## src/rtl/mem_ctrl_pkg.sv

```systemverilog
// Shared types and constants for the MEM-stage data-memory access controller.
package mem_ctrl_pkg;
    typedef enum logic [1:0] {
        IDLE   = 2'd0,
        ACCESS = 2'd1,
        DONE   = 2'd2
    } state_t;

    localparam logic [1:0] ALIGN_MASK = 2'b11;
    localparam int         TIMEOUT_CW = 8;
endpackage

```

## src/rtl/mem_timeout_cnt.sv

```systemverilog
// Access-wait counter: cleared outside ACCESS, counts un-acked cycles, flags terminal count.
module mem_timeout_cnt #(
    parameter int CW   = 8,
    parameter int TERM = 15
) (
    input  logic clk,
    input  logic reset,
    input  logic clear,
    input  logic enable,
    output logic expired
);
    localparam logic [CW-1:0] TERM_V = CW'(TERM);

    logic [CW-1:0] count;

    always_ff @(posedge clk or posedge reset) begin
        if (reset)
            count <= '0;
        else if (clear)
            count <= '0;
        else if (enable)
            count <= count + 1'b1;
    end

    assign expired = (count == TERM_V);
endmodule

```

## src/rtl/mem_access_ctrl.sv

```systemverilog
// MEM-stage data-memory sequencer: req/ack bus, global stall, misalign and timeout errors.
// Optional timeout on a missing bus_ack is enabled by defining MEM_ACC_TIMEOUT_EN.
module mem_access_ctrl
    import mem_ctrl_pkg::*;
#(
    parameter int ADDR_W         = 32,
    parameter int DATA_W         = 32,
    parameter int TIMEOUT_CYCLES = 16
) (
    input  logic              clk,
    input  logic              reset,
    input  logic              mem_read,
    input  logic              mem_write,
    input  logic [ADDR_W-1:0] mem_addr,
    input  logic [DATA_W-1:0] mem_wdata,
    output logic              bus_req,
    output logic              bus_we,
    output logic [ADDR_W-1:0] bus_addr,
    output logic [DATA_W-1:0] bus_wdata,
    input  logic              bus_ack,
    input  logic [DATA_W-1:0] bus_rdata,
    output logic              pipe_stall,
    output logic [DATA_W-1:0] load_data,
    output logic              load_valid,
    output logic              misalign_err,
    output logic              bus_err,
    output logic [ADDR_W-1:0] err_addr
);
    state_t state;
    logic   access;
    logic   aligned;
    logic   expired;

    assign access  = mem_read | mem_write;
    assign aligned = ((mem_addr[1:0] & ALIGN_MASK) == 2'b00);

`ifdef MEM_ACC_TIMEOUT_EN
    mem_timeout_cnt #(
        .CW   (TIMEOUT_CW),
        .TERM (TIMEOUT_CYCLES - 1)
    ) u_timeout_cnt (
        .clk     (clk),
        .reset   (reset),
        .clear   (state != ACCESS),
        .enable  ((state == ACCESS) && !bus_ack),
        .expired (expired)
    );
`else
    assign expired = 1'b0;
`endif

    // Gated by reset so the stall drops immediately even if EX/MEM still holds an access.
    assign pipe_stall = !reset &&
                        (((state == IDLE) && access && aligned) || (state == ACCESS));

    always_ff @(posedge clk or posedge reset) begin
        if (reset) begin
            state        <= IDLE;
            bus_req      <= 1'b0;
            bus_we       <= 1'b0;
            bus_addr     <= '0;
            bus_wdata    <= '0;
            load_data    <= '0;
            load_valid   <= 1'b0;
            misalign_err <= 1'b0;
            bus_err      <= 1'b0;
            err_addr     <= '0;
        end else begin
            load_valid   <= 1'b0;
            misalign_err <= 1'b0;
            bus_err      <= 1'b0;
            case (state)
                IDLE: begin
                    if (access) begin
                        if (aligned) begin
                            bus_req   <= 1'b1;
                            bus_we    <= mem_write;
                            bus_addr  <= mem_addr;
                            bus_wdata <= mem_wdata;
                            state     <= ACCESS;
                        end else begin
                            misalign_err <= 1'b1;
                            err_addr     <= mem_addr;
                        end
                    end
                end
                ACCESS: begin
                    // Ack takes priority over a timeout expiring in the same cycle.
                    if (bus_ack) begin
                        bus_req <= 1'b0;
                        if (!bus_we) begin
                            load_data  <= bus_rdata;
                            load_valid <= 1'b1;
                        end
                        state <= DONE;
                    end else if (expired) begin
                        bus_req  <= 1'b0;
                        bus_err  <= 1'b1;
                        err_addr <= bus_addr;
                        if (!bus_we) begin
                            load_data  <= '0;
                            load_valid <= 1'b1;
                        end
                        state <= DONE;
                    end
                end
                // EX/MEM still holds the finished instruction here, so no new access.
                DONE:    state <= IDLE;
                default: state <= IDLE;
            endcase
        end
    end
endmodule

```

## config.mk

```make
export PLATFORM = sky130hd
export DESIGN_NAME = mem_access_ctrl
export DESIGN_NICKNAME = d
export VERILOG_FILES = /design/src/rtl/mem_ctrl_pkg.sv /design/src/rtl/mem_timeout_cnt.sv /design/src/rtl/mem_access_ctrl.sv
export SDC_FILE = /design/constraint.sdc
export NUM_CORES = 1
export LEC_CHECK = 0
export ABC_AREA = 1
export BUFFER_PORTS_ARGS = -buffer_cell sky130_fd_sc_hd__buf_2
export CORE_MARGIN = 2
export CORE_UTILIZATION = 52
export CTS_BUF_LIST = sky130_fd_sc_hd__clkbuf_2
export DETAILED_ROUTE_END_ITERATION = 12
export PLACE_DENSITY = 0.95
export RECOVER_POWER = 100
export SLEW_MARGIN = 25
export SYNTH_ARGS = -nofsm -noshare
export SYNTH_HDL_FRONTEND = slang
export SYNTH_SLANG_ARGS = --single-unit
export TNS_END_PERCENT = 1
```

## constraint.sdc

```tcl
create_clock -name clk -period 10.45 [get_ports clk]
set_input_delay 0 -clock clk [delete_from_list [all_inputs] [get_ports clk]]
set_output_delay 0 -clock clk [all_outputs]
set_load 0.03 [all_outputs]
```

==> impl_results.md <==
- Element type at the critical path start: flip-flop
- Worst vdd ir: 0.180 mV
- Total number of clock tree sinks: 134
- Maximum net fanout on the critical path: 66
- CTS hold repair buffers: 133
- Multi-input gate area in the final layout: 1420 µm²
- Number of flip-flops and latches in the synthesized netlist: 134
- Max Slew Vio Count: 340
- Final period util: 58.6%
- Result of the run: finished, violations left
- Post-synthesis cell type count: 16
- Arrival @ worst endpoint: 6.13 ns
- Setup Buffers After CTS: 0
- First-pass GRT wire length: 27.8 mm
- Most common library cell in the layout ignoring fill and taps: sky130_fd_sc_hd__nand2_1
- Clock slew seen by the registers of the worst setup and hold paths: 0.24 ns
- Chip Height: 103 µm
- Via count of the first global-routing pass: 5694
- P per Cell Area: 231 nW/µm²
- Detail Route met3 WL: 1.59 mm
- Cell Rows: 36
- Detailed router's first-iteration violation count: 277
- Yosys warning count: 0
- Unrepaired setup endpoints after global routing: no
- Synthesized area per cell: 9.32 µm²
- Cells resized by post-CTS repair: 0
- Remaining design rule violation count: 0
- Total of fill cells in the finished design: 634
- Router iterations before antenna repair: 5
- Met2 Routed Length: 9.31 mm
- Top library cells by usage in the layout, fill and taps aside: 237 x sky130_fd_sc_hd__nand2_1, 138 x sky130_fd_sc_hd__clkbuf_1, 134 x sky130_fd_sc_hd__dfrtp_1
- P&R area growth vs syn: 51.2%
- Sequential cell area in the final layout: 3350 µm²
- Final hold violation count: 0
- Min Hold Slack: 0.0852 ns
- Final Util: 79.6%
- Total Routed Length: 18.3 mm
- Number of buffers between clock root and the deepest sink: 2
- Count of nets after finishing: 1006
- Overall die area: 10600 µm²
- Per-cell routed wire length: 17.4 µm
- Post-detail-place hpwl: 8.65 mm
- Fraction of layout instances using a drive strength above 1: 14.5%
- Type of the worst min-delay path: input pin to flip-flop
- Overall routing resource usage: 34.7%
- Number of violations of the max-capacitance limit: 6
- Syn Inst Count: 545
- Highest attainable clock frequency: 0.163 GHz
- Number of antenna violations at the first check in global routing: 1
- Tightest Pin Transition: 3.90 ns
- Failing checks: max-capacitance violations, max-slew violations
- Clock tree root buffer cell: sky130_fd_sc_hd__clkbuf_2
- Pleak: 3.88 nW
- Setup Crit Path Kind: flip-flop to output pin
- Vias/cell: 5.22
- Capturing element type of the critical path: output pin
- Final count of negative-setup-slack endpoints: 0
- Routed Antenna Nets: 0
- Core Region: 9640 µm²
- Sequential element share of the synthesized area: 66.0%
- Sum of internal, switching and leakage power: 1.77 mW
- Final worst clock skew: 0.0356 ns
- Met1 layer wirelength in the final routing: 6.38 mm
- Required time at the worst-slack endpoint: 10.45 ns
- Number of clock buffers inserted by TritonCTS: 17
- Largest net degree at the start of global routing: 78
- Synthesized area: 5080 µm²
- Relative slew slack: -160%
- Via count of the routed design: 5496
- Syn Nets: 646
- Top Ports: 235
- Setup TNS: 0 ns
- Initial core utilization: 52.7%
- Aggregate global routing overflow: 0
- PortBufs: 233
- Number of H-tree levels: 4
- Final Wtd Congestion: 0.806
- TritonCTS clock tree: built
- Max layer used: met4
- Clock latency on the worst-skew pair: 0.64 ns
- Shortest clock period the worst path allows after layout: 6.13 ns
- Die width: 103 µm
kinds of logic (layout without fill, tap and decap cells):
| kind of cell | Yosys count | after routing | share of synthesized area, % |
|---|---|---|---|
| simple gates | 278 | 278 | 21.7 |
| flops | 134 | 134 | 66.0 |
| buf+inv | 68 | 441 | 5.81 |
| other cells | 1 | 2 | 0.0738 |
| compound gates | 64 | 64 | 6.38 |
path summary, 6_finish.rpt:
kind / from / to / slack [ns] / cells past startpoint
setup / recovery: state[0] / pipe_stall / 4.32 / 7
hold / removal: bus_rdata[22] / load_data[22] / 0.09 / 4
setup reg to reg: state[0] / bus_addr[16] / 4.82 / 6
hold reg to reg: bus_wdata[15] / bus_wdata[15] / 0.50 / 2
max in group asynchronous: reset / bus_addr[23] / 4.79 / 5
min in group asynchronous: reset / bus_wdata[11] / 1.14 / 4
stage by stage:
| step | std cells | instance area (µm²) | setup WS [ns] |
|---|---|---|---|
| CTS | 1051 | 7880 | 7.11 |
| finish | 1052 | 7680 | 4.32 |
| detailed placement | 886 | 6300 | 7.87 |
| global placement | 886 | 6300 | 7.96 |
| floorplan | 545 | 5080 | 6.87 |
| global route | 1052 | 7680 | 3.64 |
cells in the mapped netlist, drive strengths merged:
library cell,n,area share (%)
a21oi,2,0.20
nor2,8,0.89
nand3,33,3.3
buf,15,1.9
dfrtp,134,66
conb,1,0.074
clkbuf,14,1.0
inv,39,2.9
o21ai,62,6.2
nand2,237,18
cell type report:
cell class              instances  share of cell area [%]
repair buffers                370                    30.5
diodes                          1                  0.0326
inverters                      39                    1.92
clock inverters                13                    1.92
clock buffers                  19                    1.24
multi-input cells             343                    18.5
flip-flops and latches        134                    43.7
well taps                     133                    2.17
flip-flops by register name (all words and copies together) (netlist names):
name and flops:
bus_addr 32, bus_req 1, load_valid 1, state 2, bus_we 1, err_addr 32
misalign_err 1, load_data 32, bus_wdata 32
metal layers:
layer,up-vias,track usage [%]
li1,2412,-
met1,2628,38.3
met2,363,59.8
met5,-,0
met4,0,20.2
met3,93,10.0
critical path, cell delays in order, from the launching register on:
cell	delay, ns
sky130_fd_sc_hd__dfrtp_1	0.45
sky130_fd_sc_hd__inv_1	0.08
sky130_fd_sc_hd__nand2_1	0.06
sky130_fd_sc_hd__nor2_1	1.63
sky130_fd_sc_hd__nand2_1	1.23
sky130_fd_sc_hd__clkbuf_1	1.22
sky130_fd_sc_hd__a21oi_1	0.45
sky130_fd_sc_hd__clkbuf_1	0.35
where the power goes:
group	internal [mW]	switching (mW)	total, mW
Combinational	0.168	0.526	0.694
Sequential	0.663	0.0966	0.759
Clock	0.115	0.206	0.321
No activity file was read; power rests on OpenSTA's default activity.
